### src/rtl/fp_add_pipe_if.sv
// rtl/fp_add_pipe_if.sv - operand/result stream bundle for fp_add_pipe
interface fp_add_pipe_if #(
  parameter int EXP_W = 8,
  parameter int MAN_W = 23,
  parameter int TAG_W = 4
);
  localparam int XLEN = EXP_W + MAN_W + 1;

  logic             in_valid;
  logic             in_ready;
  logic [XLEN-1:0]  a;
  logic [XLEN-1:0]  b;
  logic             op;
  logic [TAG_W-1:0] in_tag;
  logic             out_valid;
  logic             out_ready;
  logic [XLEN-1:0]  result;
  logic [TAG_W-1:0] out_tag;
  logic             overflow;
  logic             underflow;
  logic             invalid;

  modport master (
    output in_valid, a, b, op, in_tag, out_ready,
    input  in_ready, out_valid, result, out_tag, overflow, underflow, invalid
  );

  modport slave (
    input  in_valid, a, b, op, in_tag, out_ready,
    output in_ready, out_valid, result, out_tag, overflow, underflow, invalid
  );
endinterface

### src/rtl/fp_add_pipe.sv
// rtl/fp_add_pipe.sv - three-stage IEEE-754 add/sub with RNE rounding and tag passthrough
module fp_add_pipe #(
  parameter int EXP_W = 8,
  parameter int MAN_W = 23,
  parameter int XLEN  = EXP_W + MAN_W + 1,
  parameter int TAG_W = 4
) (
  input logic          clk,
  input logic          rst_n,
  fp_add_pipe_if.slave bus
);
  localparam int FW  = MAN_W + 4;
  localparam int LZW = $clog2(FW + 1);
  localparam int EW2 = EXP_W + 2;
  localparam logic [EXP_W-1:0] EXP_ONES = '1;
  localparam logic [EXP_W-1:0] SH_MAX   = EXP_W'(MAN_W + 3);
  localparam logic [XLEN-1:0]  QNAN     = {1'b0, EXP_ONES, 1'b1, {(MAN_W-1){1'b0}}};

  logic             s1_v_d, s1_v_q, s1_spec_d, s1_spec_q, s1_inv_d, s1_inv_q;
  logic             s1_sign_d, s1_sign_q, s1_sub_d, s1_sub_q;
  logic [TAG_W-1:0] s1_tag_d, s1_tag_q;
  logic [XLEN-1:0]  s1_spec_res_d, s1_spec_res_q;
  logic [EXP_W-1:0] s1_exp_d, s1_exp_q;
  logic [FW-1:0]    s1_big_d, s1_big_q, s1_small_d, s1_small_q;

  logic             s2_v_d, s2_v_q, s2_spec_d, s2_spec_q, s2_inv_d, s2_inv_q;
  logic             s2_sign_d, s2_sign_q;
  logic [TAG_W-1:0] s2_tag_d, s2_tag_q;
  logic [XLEN-1:0]  s2_spec_res_d, s2_spec_res_q;
  logic [EXP_W-1:0] s2_exp_d, s2_exp_q;
  logic [FW:0]      s2_sum_d, s2_sum_q;
  logic [LZW-1:0]   s2_lzc_d, s2_lzc_q;

  logic             s3_v_d, s3_v_q, s3_ovf_d, s3_ovf_q, s3_unf_d, s3_unf_q, s3_inv_d, s3_inv_q;
  logic [TAG_W-1:0] s3_tag_d, s3_tag_q;
  logic [XLEN-1:0]  s3_res_d, s3_res_q;

  logic en;
  assign en = !s3_v_q || bus.out_ready;

  logic             sa, sb, za, zb, infa, infb, nana, nanb, a_big, nan_in;
  logic [EXP_W-1:0] ea, eb, big_e, sml_e, shamt;
  logic [MAN_W-1:0] ma_z, mb_z;
  logic [MAN_W:0]   big_m, sml_m;
  logic [2*FW-1:0]  wide;

  always_comb begin
    sa    = bus.a[XLEN-1];
    sb    = bus.b[XLEN-1] ^ bus.op;
    ea    = bus.a[XLEN-2:MAN_W];
    eb    = bus.b[XLEN-2:MAN_W];
    za    = (ea == '0);
    zb    = (eb == '0);
    ma_z  = za ? '0 : bus.a[MAN_W-1:0];
    mb_z  = zb ? '0 : bus.b[MAN_W-1:0];
    infa  = (ea == EXP_ONES) && (bus.a[MAN_W-1:0] == '0);
    infb  = (eb == EXP_ONES) && (bus.b[MAN_W-1:0] == '0);
    nana  = (ea == EXP_ONES) && (bus.a[MAN_W-1:0] != '0);
    nanb  = (eb == EXP_ONES) && (bus.b[MAN_W-1:0] != '0);
    a_big = {ea, ma_z} >= {eb, mb_z};
    big_e = a_big ? ea : eb;
    sml_e = a_big ? eb : ea;
    big_m = a_big ? {!za, ma_z} : {!zb, mb_z};
    sml_m = a_big ? {!zb, mb_z} : {!za, ma_z};
    shamt = big_e - sml_e;
    // Bits shifted past the field land in the low half and collapse into sticky.
    wide   = {sml_m, 3'b000, {FW{1'b0}}} >> shamt;
    nan_in = nana || nanb || (infa && infb && (sa != sb));

    s1_v_d        = s1_v_q;
    s1_tag_d      = s1_tag_q;
    s1_spec_d     = s1_spec_q;
    s1_inv_d      = s1_inv_q;
    s1_spec_res_d = s1_spec_res_q;
    s1_sign_d     = s1_sign_q;
    s1_exp_d      = s1_exp_q;
    s1_big_d      = s1_big_q;
    s1_small_d    = s1_small_q;
    s1_sub_d      = s1_sub_q;
    if (en) begin
      s1_v_d    = bus.in_valid;
      s1_tag_d  = bus.in_tag;
      s1_spec_d = nan_in || infa || infb || (za && zb);
      s1_inv_d  = nan_in;
      if (nan_in)    s1_spec_res_d = QNAN;
      else if (infa) s1_spec_res_d = {sa, EXP_ONES, {MAN_W{1'b0}}};
      else if (infb) s1_spec_res_d = {sb, EXP_ONES, {MAN_W{1'b0}}};
      else           s1_spec_res_d = {sa && sb, {(XLEN-1){1'b0}}};
      s1_sign_d  = a_big ? sa : sb;
      s1_exp_d   = big_e;
      s1_big_d   = {big_m, 3'b000};
      s1_small_d = (shamt >= SH_MAX) ? {{(FW-1){1'b0}}, |sml_m}
                 : (wide[2*FW-1:FW] | {{(FW-1){1'b0}}, |wide[FW-1:0]});
      s1_sub_d   = sa ^ sb;
    end
  end

  logic [FW:0]    sum_c;
  logic [LZW-1:0] lzc_c;

  always_comb begin
    sum_c = s1_sub_q ? ({1'b0, s1_big_q} - {1'b0, s1_small_q})
                     : ({1'b0, s1_big_q} + {1'b0, s1_small_q});
    lzc_c = LZW'(FW);
    for (int i = 0; i < FW; i++) begin
      if (sum_c[i]) lzc_c = LZW'(FW - 1 - i);
    end

    s2_v_d        = s2_v_q;
    s2_tag_d      = s2_tag_q;
    s2_spec_d     = s2_spec_q;
    s2_inv_d      = s2_inv_q;
    s2_spec_res_d = s2_spec_res_q;
    s2_sign_d     = s2_sign_q;
    s2_exp_d      = s2_exp_q;
    s2_sum_d      = s2_sum_q;
    s2_lzc_d      = s2_lzc_q;
    if (en) begin
      s2_v_d        = s1_v_q;
      s2_tag_d      = s1_tag_q;
      s2_spec_d     = s1_spec_q;
      s2_inv_d      = s1_inv_q;
      s2_spec_res_d = s1_spec_res_q;
      s2_sign_d     = s1_sign_q;
      s2_exp_d      = s1_exp_q;
      s2_sum_d      = sum_c;
      s2_lzc_d      = lzc_c;
    end
  end

  logic [FW-1:0]    norm;
  logic [EW2-1:0]   exp_n, exp_r;
  logic             rnd;
  logic [MAN_W+1:0] mr;
  logic [MAN_W-1:0] man_r;
  logic [XLEN-1:0]  res_c;
  logic             ovf_c, unf_c, inv_c;

  always_comb begin
    if (s2_sum_q[FW]) begin
      norm  = {s2_sum_q[FW:2], s2_sum_q[1] | s2_sum_q[0]};
      exp_n = {2'b00, s2_exp_q} + EW2'(1);
    end else begin
      norm  = s2_sum_q[FW-1:0] << s2_lzc_q;
      exp_n = {2'b00, s2_exp_q} - EW2'(s2_lzc_q);
    end
    rnd = norm[2] && (norm[1] || norm[0] || norm[3]);
    mr  = {1'b0, norm[FW-1:3]} + {{(MAN_W+1){1'b0}}, rnd};
    if (mr[MAN_W+1]) begin
      exp_r = exp_n + EW2'(1);
      man_r = mr[MAN_W:1];
    end else begin
      exp_r = exp_n;
      man_r = mr[MAN_W-1:0];
    end

    res_c = {s2_sign_q, exp_r[EXP_W-1:0], man_r};
    ovf_c = 1'b0;
    unf_c = 1'b0;
    inv_c = 1'b0;
    if (s2_spec_q) begin
      res_c = s2_spec_res_q;
      inv_c = s2_inv_q;
    end else if (s2_sum_q == '0) begin
      res_c = '0;
    end else if (!exp_r[EW2-1] && (exp_r >= {2'b00, EXP_ONES})) begin
      res_c = {s2_sign_q, EXP_ONES, {MAN_W{1'b0}}};
      ovf_c = 1'b1;
    end else if (exp_r[EW2-1] || (exp_r == '0)) begin
      res_c = {s2_sign_q, {(XLEN-1){1'b0}}};
      unf_c = 1'b1;
    end

    s3_v_d   = s3_v_q;
    s3_tag_d = s3_tag_q;
    s3_res_d = s3_res_q;
    s3_ovf_d = s3_ovf_q;
    s3_unf_d = s3_unf_q;
    s3_inv_d = s3_inv_q;
    if (en) begin
      s3_v_d   = s2_v_q;
      s3_tag_d = s2_tag_q;
      s3_res_d = res_c;
      s3_ovf_d = ovf_c;
      s3_unf_d = unf_c;
      s3_inv_d = inv_c;
    end
  end

  always_ff @(posedge clk or negedge rst_n) begin
    if (!rst_n) begin
      s1_v_q <= 1'b0; s1_tag_q <= '0; s1_spec_q <= 1'b0; s1_inv_q <= 1'b0;
      s1_spec_res_q <= '0; s1_sign_q <= 1'b0; s1_exp_q <= '0;
      s1_big_q <= '0; s1_small_q <= '0; s1_sub_q <= 1'b0;
      s2_v_q <= 1'b0; s2_tag_q <= '0; s2_spec_q <= 1'b0; s2_inv_q <= 1'b0;
      s2_spec_res_q <= '0; s2_sign_q <= 1'b0; s2_exp_q <= '0;
      s2_sum_q <= '0; s2_lzc_q <= '0;
      s3_v_q <= 1'b0; s3_tag_q <= '0; s3_res_q <= '0;
      s3_ovf_q <= 1'b0; s3_unf_q <= 1'b0; s3_inv_q <= 1'b0;
    end else begin
      s1_v_q <= s1_v_d; s1_tag_q <= s1_tag_d; s1_spec_q <= s1_spec_d; s1_inv_q <= s1_inv_d;
      s1_spec_res_q <= s1_spec_res_d; s1_sign_q <= s1_sign_d; s1_exp_q <= s1_exp_d;
      s1_big_q <= s1_big_d; s1_small_q <= s1_small_d; s1_sub_q <= s1_sub_d;
      s2_v_q <= s2_v_d; s2_tag_q <= s2_tag_d; s2_spec_q <= s2_spec_d; s2_inv_q <= s2_inv_d;
      s2_spec_res_q <= s2_spec_res_d; s2_sign_q <= s2_sign_d; s2_exp_q <= s2_exp_d;
      s2_sum_q <= s2_sum_d; s2_lzc_q <= s2_lzc_d;
      s3_v_q <= s3_v_d; s3_tag_q <= s3_tag_d; s3_res_q <= s3_res_d;
      s3_ovf_q <= s3_ovf_d; s3_unf_q <= s3_unf_d; s3_inv_q <= s3_inv_d;
    end
  end

  assign bus.in_ready  = en;
  assign bus.out_valid = s3_v_q;
  assign bus.result    = s3_res_q;
  assign bus.out_tag   = s3_tag_q;
  assign bus.overflow  = s3_ovf_q;
  assign bus.underflow = s3_unf_q;
  assign bus.invalid   = s3_inv_q;
endmodule

### src/flat_wrapper.sv
// flat-port wrapper written by rule: the top's interface ports become plain ports
module fp_add_pipe_flat 
#(
  parameter int EXP_W = 8,
  parameter int MAN_W = 23,
  parameter int XLEN  = EXP_W + MAN_W + 1,
  parameter int TAG_W = 4
)
  (clk, rst_n, bus_in_valid, bus_a, bus_b, bus_op, bus_in_tag, bus_out_ready, bus_in_ready, bus_out_valid, bus_result, bus_out_tag, bus_overflow, bus_underflow, bus_invalid);
  fp_add_pipe_if #(.EXP_W(EXP_W), .MAN_W(MAN_W), .TAG_W(TAG_W)) bus_i ();
  input logic clk;
  input logic rst_n;
  input wire logic [$bits(bus_i.in_valid)-1:0] bus_in_valid;
  input wire logic [$bits(bus_i.a)-1:0] bus_a;
  input wire logic [$bits(bus_i.b)-1:0] bus_b;
  input wire logic [$bits(bus_i.op)-1:0] bus_op;
  input wire logic [$bits(bus_i.in_tag)-1:0] bus_in_tag;
  input wire logic [$bits(bus_i.out_ready)-1:0] bus_out_ready;
  output wire logic [$bits(bus_i.in_ready)-1:0] bus_in_ready;
  output wire logic [$bits(bus_i.out_valid)-1:0] bus_out_valid;
  output wire logic [$bits(bus_i.result)-1:0] bus_result;
  output wire logic [$bits(bus_i.out_tag)-1:0] bus_out_tag;
  output wire logic [$bits(bus_i.overflow)-1:0] bus_overflow;
  output wire logic [$bits(bus_i.underflow)-1:0] bus_underflow;
  output wire logic [$bits(bus_i.invalid)-1:0] bus_invalid;
  assign bus_i.in_valid = bus_in_valid;
  assign bus_i.a = bus_a;
  assign bus_i.b = bus_b;
  assign bus_i.op = bus_op;
  assign bus_i.in_tag = bus_in_tag;
  assign bus_i.out_ready = bus_out_ready;
  assign bus_in_ready = bus_i.in_ready;
  assign bus_out_valid = bus_i.out_valid;
  assign bus_result = bus_i.result;
  assign bus_out_tag = bus_i.out_tag;
  assign bus_overflow = bus_i.overflow;
  assign bus_underflow = bus_i.underflow;
  assign bus_invalid = bus_i.invalid;
  fp_add_pipe #(.EXP_W(EXP_W), .MAN_W(MAN_W), .XLEN(XLEN), .TAG_W(TAG_W)) u_core (.clk(clk), .rst_n(rst_n), .bus(bus_i));
endmodule
### config.mk
export PLATFORM = sky130hd
export DESIGN_NAME = fp_add_pipe_flat
export DESIGN_NICKNAME = d
export VERILOG_FILES = /design/src/rtl/fp_add_pipe_if.sv /design/src/rtl/fp_add_pipe.sv /design/src/flat_wrapper.sv
export SDC_FILE = /design/constraint.sdc
export NUM_CORES = 1
export LEC_CHECK = 0
export ABC_AREA = 1
export ABC_CLOCK_PERIOD_IN_PS = 7500
export BUFFER_PORTS_ARGS = -buffer_cell sky130_fd_sc_hd__buf_2
export CAP_MARGIN = 15
export CORE_MARGIN = 2
export CORE_UTILIZATION = 45
export CTS_CLUSTER_DIAMETER = 120
export CTS_CLUSTER_SIZE = 14
export DETAILED_ROUTE_END_ITERATION = 12
export HOLD_SLACK_MARGIN = 0.12
export PLACE_DENSITY_LB_ADDON = 0.2
export SYNTH_ARGS = -nofsm -noshare
export SYNTH_HDL_FRONTEND = slang
export SYNTH_SLANG_ARGS = --single-unit
### constraint.sdc
create_clock -name clk -period 7.5 [get_ports clk]
set_input_delay 0.75 -clock clk [delete_from_list [all_inputs] [get_ports clk]]
set_output_delay 0.75 -clock clk [all_outputs]
set_load 0.1 [all_outputs]
**Word level (Yosys, flattened, before mapping)**

Cells that the tools add are included.
W data, S select, Z words.

- $add $sub $neg: 7
- Multiply operators: 0
- Divide/modulo/power cells: 0
- $lt $le $gt $ge: 3
- Eq/ne operators: 3
- Shift operators: 2
- Mux-type cells: 55
- Bitwise operators: 4
- Reduce and logical (&&, ||, !) cells: 33

Operator list:

| cell | count |
|---|---|
| $mux W32 | 5 |
| $mux W5 | 16 |
| $mux W23 | 3 |
| $mux W31 | 2 |
| $mux W27 | 2 |
| $shr A54 B8 Y54 | 1 |
| $mux W24 | 2 |
| $logic_not A23 Y1 | 2 |
| $reduce_bool A23 Y1 | 2 |
| $mux W4 | 8 |
| $ge A31 B31 Y1 | 1 |
| $add A27 B27 Y28 | 1 |
| $logic_not A28 Y1 | 1 |
| $mux W28 | 1 |
| $sub A27 B27 Y28 | 1 |
| $or A27 B1 Y27 | 1 |
| $reduce_or A27 Y1 | 1 |
| $shl A27 B5 Y27 | 1 |
| $add A24 B1 Y25 | 1 |
| $reduce_or A24 Y1 | 1 |
| $mux W10 | 2 |
| $eq A8 B8 Y1 const B | 2 |
| $logic_not A8 Y1 | 2 |
| $mux W8 | 2 |
| other kinds (15) | 46 |

- Flip-flop bits (word level): 221
- Latch bits: 0
- Memory bits (writable): 0
- Memory bits (read-only): 0
- Input port bits: 73
- Output and inout bits: 41
- Word-level logic and storage cells: 132
- Memories: 0

**Longest topological paths before layout**

- Depth after elaboration: 29
- Depth in mapped cells: 43
- Mapped depth without buffers: 42

**Least setup slack after synthesis**

OpenSTA, ideal clock, no wires.

- Kind: input -> register
- Start point: input port bus_a[25]
- End point: register u_core.s1_small_q[26]
- Library setup time: 0.178 ns
- Arrival time: 4.572 ns
- Required time: 7.322 ns
- Setup slack: 2.749 ns
- Cell stages on the path: 24
- Path buffers: 3
- Cells stage by stage: nor4_1 inv_1 nor2_1 clkbuf_1 nor2_1 ha_1 nand2_1 inv_1 a21oi_1 a21oi_1 nor2_4 nand2_4 nand2_1 nand3_1 ha_1 a21o_1 a221oi_2 xor2_1 buf_2 nand3_1 and3_1 nand2_1 buf_2 o22ai_1

- Word-level cells in the longest chain between the ends: 8
- Elaborated cells between the ends (all ways): 12
- Those cells by class: add/sub (1); order compare (2); shift (1); mux (5); bitwise (1); reduce/logical (2)

Ends and longest elaborated chain:

| element | line | source |
|---|---|---|
| start, declared | flat_wrapper.sv:14 | `input wire logic [$bits(bus_i.a)-1:0] bus_a;` |
| $logic_not A8 Y1 | fp_add_pipe.sv:52 | `za = (ea == '0);` |
| $mux W23 | fp_add_pipe.sv:54 | `ma_z = za ? '0 : bus.a[MAN_W-1:0];` |
| $ge A31 B31 Y1 | fp_add_pipe.sv:60 | `a_big = {ea, ma_z} >= {eb, mb_z};` |
| $mux W8, on equally long branches | fp_add_pipe.sv:61, fp_add_pipe.sv:62 |  |
| $sub A8 B8 Y8 | fp_add_pipe.sv:65 | `shamt = big_e - sml_e;` |
| $shr A54 B8 Y54 | fp_add_pipe.sv:67 | `wide = {sml_m, 3'b000, {FW{1'b0}}} >> shamt;` |
| $or A27 B1 Y27 | fp_add_pipe.sv:93 | `: (wide[2*FW-1:FW] \| {{(FW-1){1'b0}}, \|wide[FW-1:0]});` |
| $mux W27 * | fp_add_pipe.sv:92 | `s1_small_d = (shamt >= SH_MAX) ? {{(FW-1){1'b0}}, \|sml_m}` |
| end signal, assigned | fp_add_pipe.sv:203 | `s1_big_q <= s1_big_d; s1_small_q <= s1_small_d; s1_sub_q <= s1_sub_d;` |
| end, declared | fp_add_pipe.sv:24 | `logic [FW-1:0] s1_big_d, s1_big_q, s1_small_d, s1_small_q;` |

Mark *: on every way between the ends. The rest lies on a longest branch, timed or not.
A chain may end at the register's enable or synchronous reset.

**Final worst setup path**

- Start point: input port bus_a[25]
- End point: register u_core.s1_small_q[0]

- Word-level cells in the longest chain between the ends: 9
- Elaborated cells between the ends (all ways): 14
- Those cells by class: add/sub (1); order compare (2); shift (1); mux (5); bitwise (1); reduce/logical (4)

Ends and longest elaborated chain:

| element | line |
|---|---|
| $logic_not A8 Y1 | fp_add_pipe.sv:52 |
| $mux W23 | fp_add_pipe.sv:54 |
| $ge A31 B31 Y1 | fp_add_pipe.sv:60 |
| $mux W8, on equally long branches | fp_add_pipe.sv:61, fp_add_pipe.sv:62 |
| $sub A8 B8 Y8 | fp_add_pipe.sv:65 |
| $shr A54 B8 Y54 | fp_add_pipe.sv:67 |
| $reduce_or A27 Y1 | fp_add_pipe.sv:93 |
| $or A27 B1 Y27 | fp_add_pipe.sv:93 |
| $mux W27 * | fp_add_pipe.sv:92 |

Marks and branches as above.

==> flow_summary.toml <==
[setup_path]
end_kind = "register"
worst_setup_path_start_kind = "primary input"
crit_fanout = 42
cp.arrival_ns = 6.35
crit_slowest_cell = "nand3_2"
cp.required_ns = 7.84
criticalPathCategory = "in2reg"
cp_common_cell = "nand2_1"
slowest_delay_ns = 0.50
cp_num_buf_inv = 5
crit_family = "simple AND/OR/NAND/NOR gates"

[yosys]
syn_inst = 2566
yosys_warnings = 0
avgSynthCellArea_um2 = 6.336
synth_nets = 2731
syn_area_um2 = 16260
ys_async_sr_fraction_pct = 100.0
post-synth-top-area-fraction_pct = 24.78
synth-seq-cells = 161
synth_sequential_area_ratio_pct = 24.78
synth_edf_count = 0
synthTopCellsByArea = "dfrtp_1 (25%), nand2_1 (17%), nand3_1 (8.2%)"
synth_cell_types = 64
synthFlopType = "dfrtp_1"
synth_top_area_cell = "dfrtp_1"

[timing]
fmax_ghz = 0.1663
post-route-period-util_pct = 80.20
setup_violations = 0
tns_ns = 0
rsz0062_at_grt = "false"
slew_headroom_pct = 35.66
hold_viol_final = 0
period_minus_slack_ns = 6.015
skew_ns = 0.01546
slew_viol_final = 0
holdWs_ns = 0.3686
setup_ws_ns = 1.485
tightest_slew_ns = 0.9651

[clock_network]
cts_buffers = 17
cts_num_sinks = 161
cts-root-buf = "clkbuf_16"
cts_tree = "built"
ctsResizeCount = 0
insertion_delay_ns = 0.45
cts_hold_buffers = 0
clkTransAtPathRegs_ns = 0.07
cts_max_level = 4
cts.path.max_buffers = 2
postCtsSetupBuffers = 0

[die]
dieWidth_um = 194.1
floorplan.initialDensity_pct = 45.71
rows = 69
core_area_um2 = 35570
ios = 114
die_area_um2 = 37670
die_h_um = 194.1

[final_layout]
seqCellArea_um2 = 4029
fin_cells = 3055
nets = 2746
num_antenna_cells = 0
area_delta_synth_final_pct = 7.826
multi_input_area_um2 = 10400
drive_above_1_share_pct = 9.869
fillCellCount = 3785

[drt]
num_vias = 17530
drc = 0
wirelength_um = 56610
drt-vias-per-instance = 5.738
dr.pass1.iters = 6
avgRoutedWirePerCell_um = 18.53
ant_nets = 0
drt_iter0_drc = 1588

[global_routing]
antenna_found_initial = 0
grt_usage_pct = 29.99
grt_max_degree = 100
grt_overflow = 0
grt_pass1_vias = 16160
grt_pass1_wl_um = 90170

[placed_design]
dp_cells = 3023
gp_congestion = 0.9410
io_buffers = 113
hpwl_um = 44770
dp_slack_ns = 1.182

[power_and_ir_drop]
powerDensity_nw_per_um2 = 407.7
leakage_nw = 8.911
peakVddDrop_uv = 384.8
total_power_mw = 7.148

[job]
cap_viol_max_count = 0

[outcome]
outcome = "finished clean"

[min_path]
hold_path.class = "in2async"
worst register-to-register path: stages, from the launching register on:
cell and delay [ns]:
dfrtp_1 0.87, inv_1 0.66, nand2_1 0.20, o21ai_0 0.14
nor2_1 0.23, nand2_1 0.10, o21ai_0 0.16, ha_1 0.27
nand2_2 0.08, nor2_2 0.10, nand2_2 0.07, nor2_4 0.12
nand2_2 0.07, nor3_2 0.17, nand3_2 0.16, nor2_4 0.16
nand2_4 0.19, inv_2 0.16, nand2_1 0.08, xor2_1 0.30
nand4_1 0.13, nand3b_1 0.19, nand2_2 0.23, nor2_2 0.14
inv_2 0.27, o21ai_0 0.13
metrics by stage:
stage	area (um^2)	utilization [%]
finish	17530	49.29
global route	17530	49.29
CTS	17530	49.29
detailed placement	16950	47.65
global placement	16950	47.65
floorplan	16260	-
layout by cell type, fill, tap and decap left out, drive strengths merged, types with 3 or more instances in the layout:
| cell | n |
|---|---|
| clkinv | 5 |
| o21a | 25 |
| o21ai | 246 |
| or2 | 7 |
| a21oi | 100 |
| ha | 90 |
| mux2i | 12 |
| a221oi | 3 |
| nor4 | 17 |
| o221ai | 26 |
| o22ai | 36 |
| a31oi | 12 |
| xor2 | 43 |
| buf | 136 |
| nor3 | 20 |
| a22oi | 4 |
| clkbuf | 19 |
| nand3 | 271 |
| nand2 | 729 |
| o31ai | 9 |
| a21boi | 6 |
| o211ai | 18 |
| dfrtp | 161 |
| nor2 | 170 |
| nand4 | 63 |
| xnor2 | 10 |
| inv | 325 |
| o21bai | 4 |
| and2 | 5 |
final cells by class:
| class | instances | share of cell area [%] |
|---|---|---|
| Timing Repair Buffer | 136 | 4.246 |
| Inverter | 320 | 6.866 |
| Sequential cell | 161 | 22.98 |
| Clock inverter | 13 | 0.7993 |
| Clock buffer | 19 | 2.526 |
| Multi-Input combinational cell | 1945 | 59.29 |
| Tap cell | 461 | 3.290 |
path summary, 6_finish.rpt:
path	depth (start not counted)	slack, ns	to	start
setup / recovery	39	1.49	u_core.s1_small_q[0]	bus_a[25]
hold / removal	1	0.37	u_core.s1_big_q[14]	rst_n
setup reg to reg	25	2.00	u_core.bus.result[1]	u_core.s2_lzc_q[2]
hold reg to reg	2	0.48	u_core.bus.out_tag[3]	u_core.s2_tag_q[3]
max in group asynchronous	2	5.65	u_core.s1_big_q[15]	rst_n
min in group clk	2	0.48	u_core.bus.out_tag[3]	u_core.s2_tag_q[3]
report_power, final:
group	internal (mW)	switching (mW)	total, mW
sequential	1.16	0.289	1.45
combinational	1.34	3.47	4.81
clock	0.479	0.406	0.885
total	2.98	4.17	7.15
synthesized netlist by cell type (all sizes together) (12+ instances only):
| library cell | number |
|---|---|
| xor2 | 43 |
| dfrtp | 161 |
| clkbuf | 77 |
| nand2 | 729 |
| o211ai | 18 |
| o21a | 25 |
| ha | 90 |
| nor3 | 20 |
| nor2 | 170 |
| buf | 63 |
| a21oi | 100 |
| inv | 316 |
| a31oi | 12 |
| nor4 | 17 |
| nand4 | 63 |
| mux2i | 12 |
| o22ai | 36 |
| o21ai | 246 |
| nand3 | 271 |
| o221ai | 26 |
layer usage:
metal	wire (um)	track usage (%)	up-vias
met5	0	0	-
met4	869	6.762	0
met3	3754	3.183	53
met2	24210	45.16	640
met1	27780	45.87	8285
li1	-	-	8552
cells by family (layout without fill, tap and decap cells):
logic type	Yosys count	in the layout	synth area share [%]
simple gates	1287	1287	34.23
mux	12	12	0.8157
compound gates	501	501	18.63
buf+inv	460	488	11.43
flops	161	161	24.78
fa+ha+maj	92	92	7.172
xor+xnor	53	53	2.947
sequential cells by signal (all words and copies together) (netlist names), 3 cells and up:
signal	flops
u_core.s2_sum_q	28
u_core.s2_exp_q	8
u_core.s2_lzc_q	5
u_core.s2_spec_res_q	3
u_core.s1_small_q	27
u_core.s2_tag_q	4
u_core.bus.result	32
u_core.bus.out_tag	4
u_core.s1_big_q	24
u_core.s1_exp_q	8
u_core.s1_spec_res_q	3
u_core.s1_tag_q	4
No activity file was read; power rests on OpenSTA's default activity.
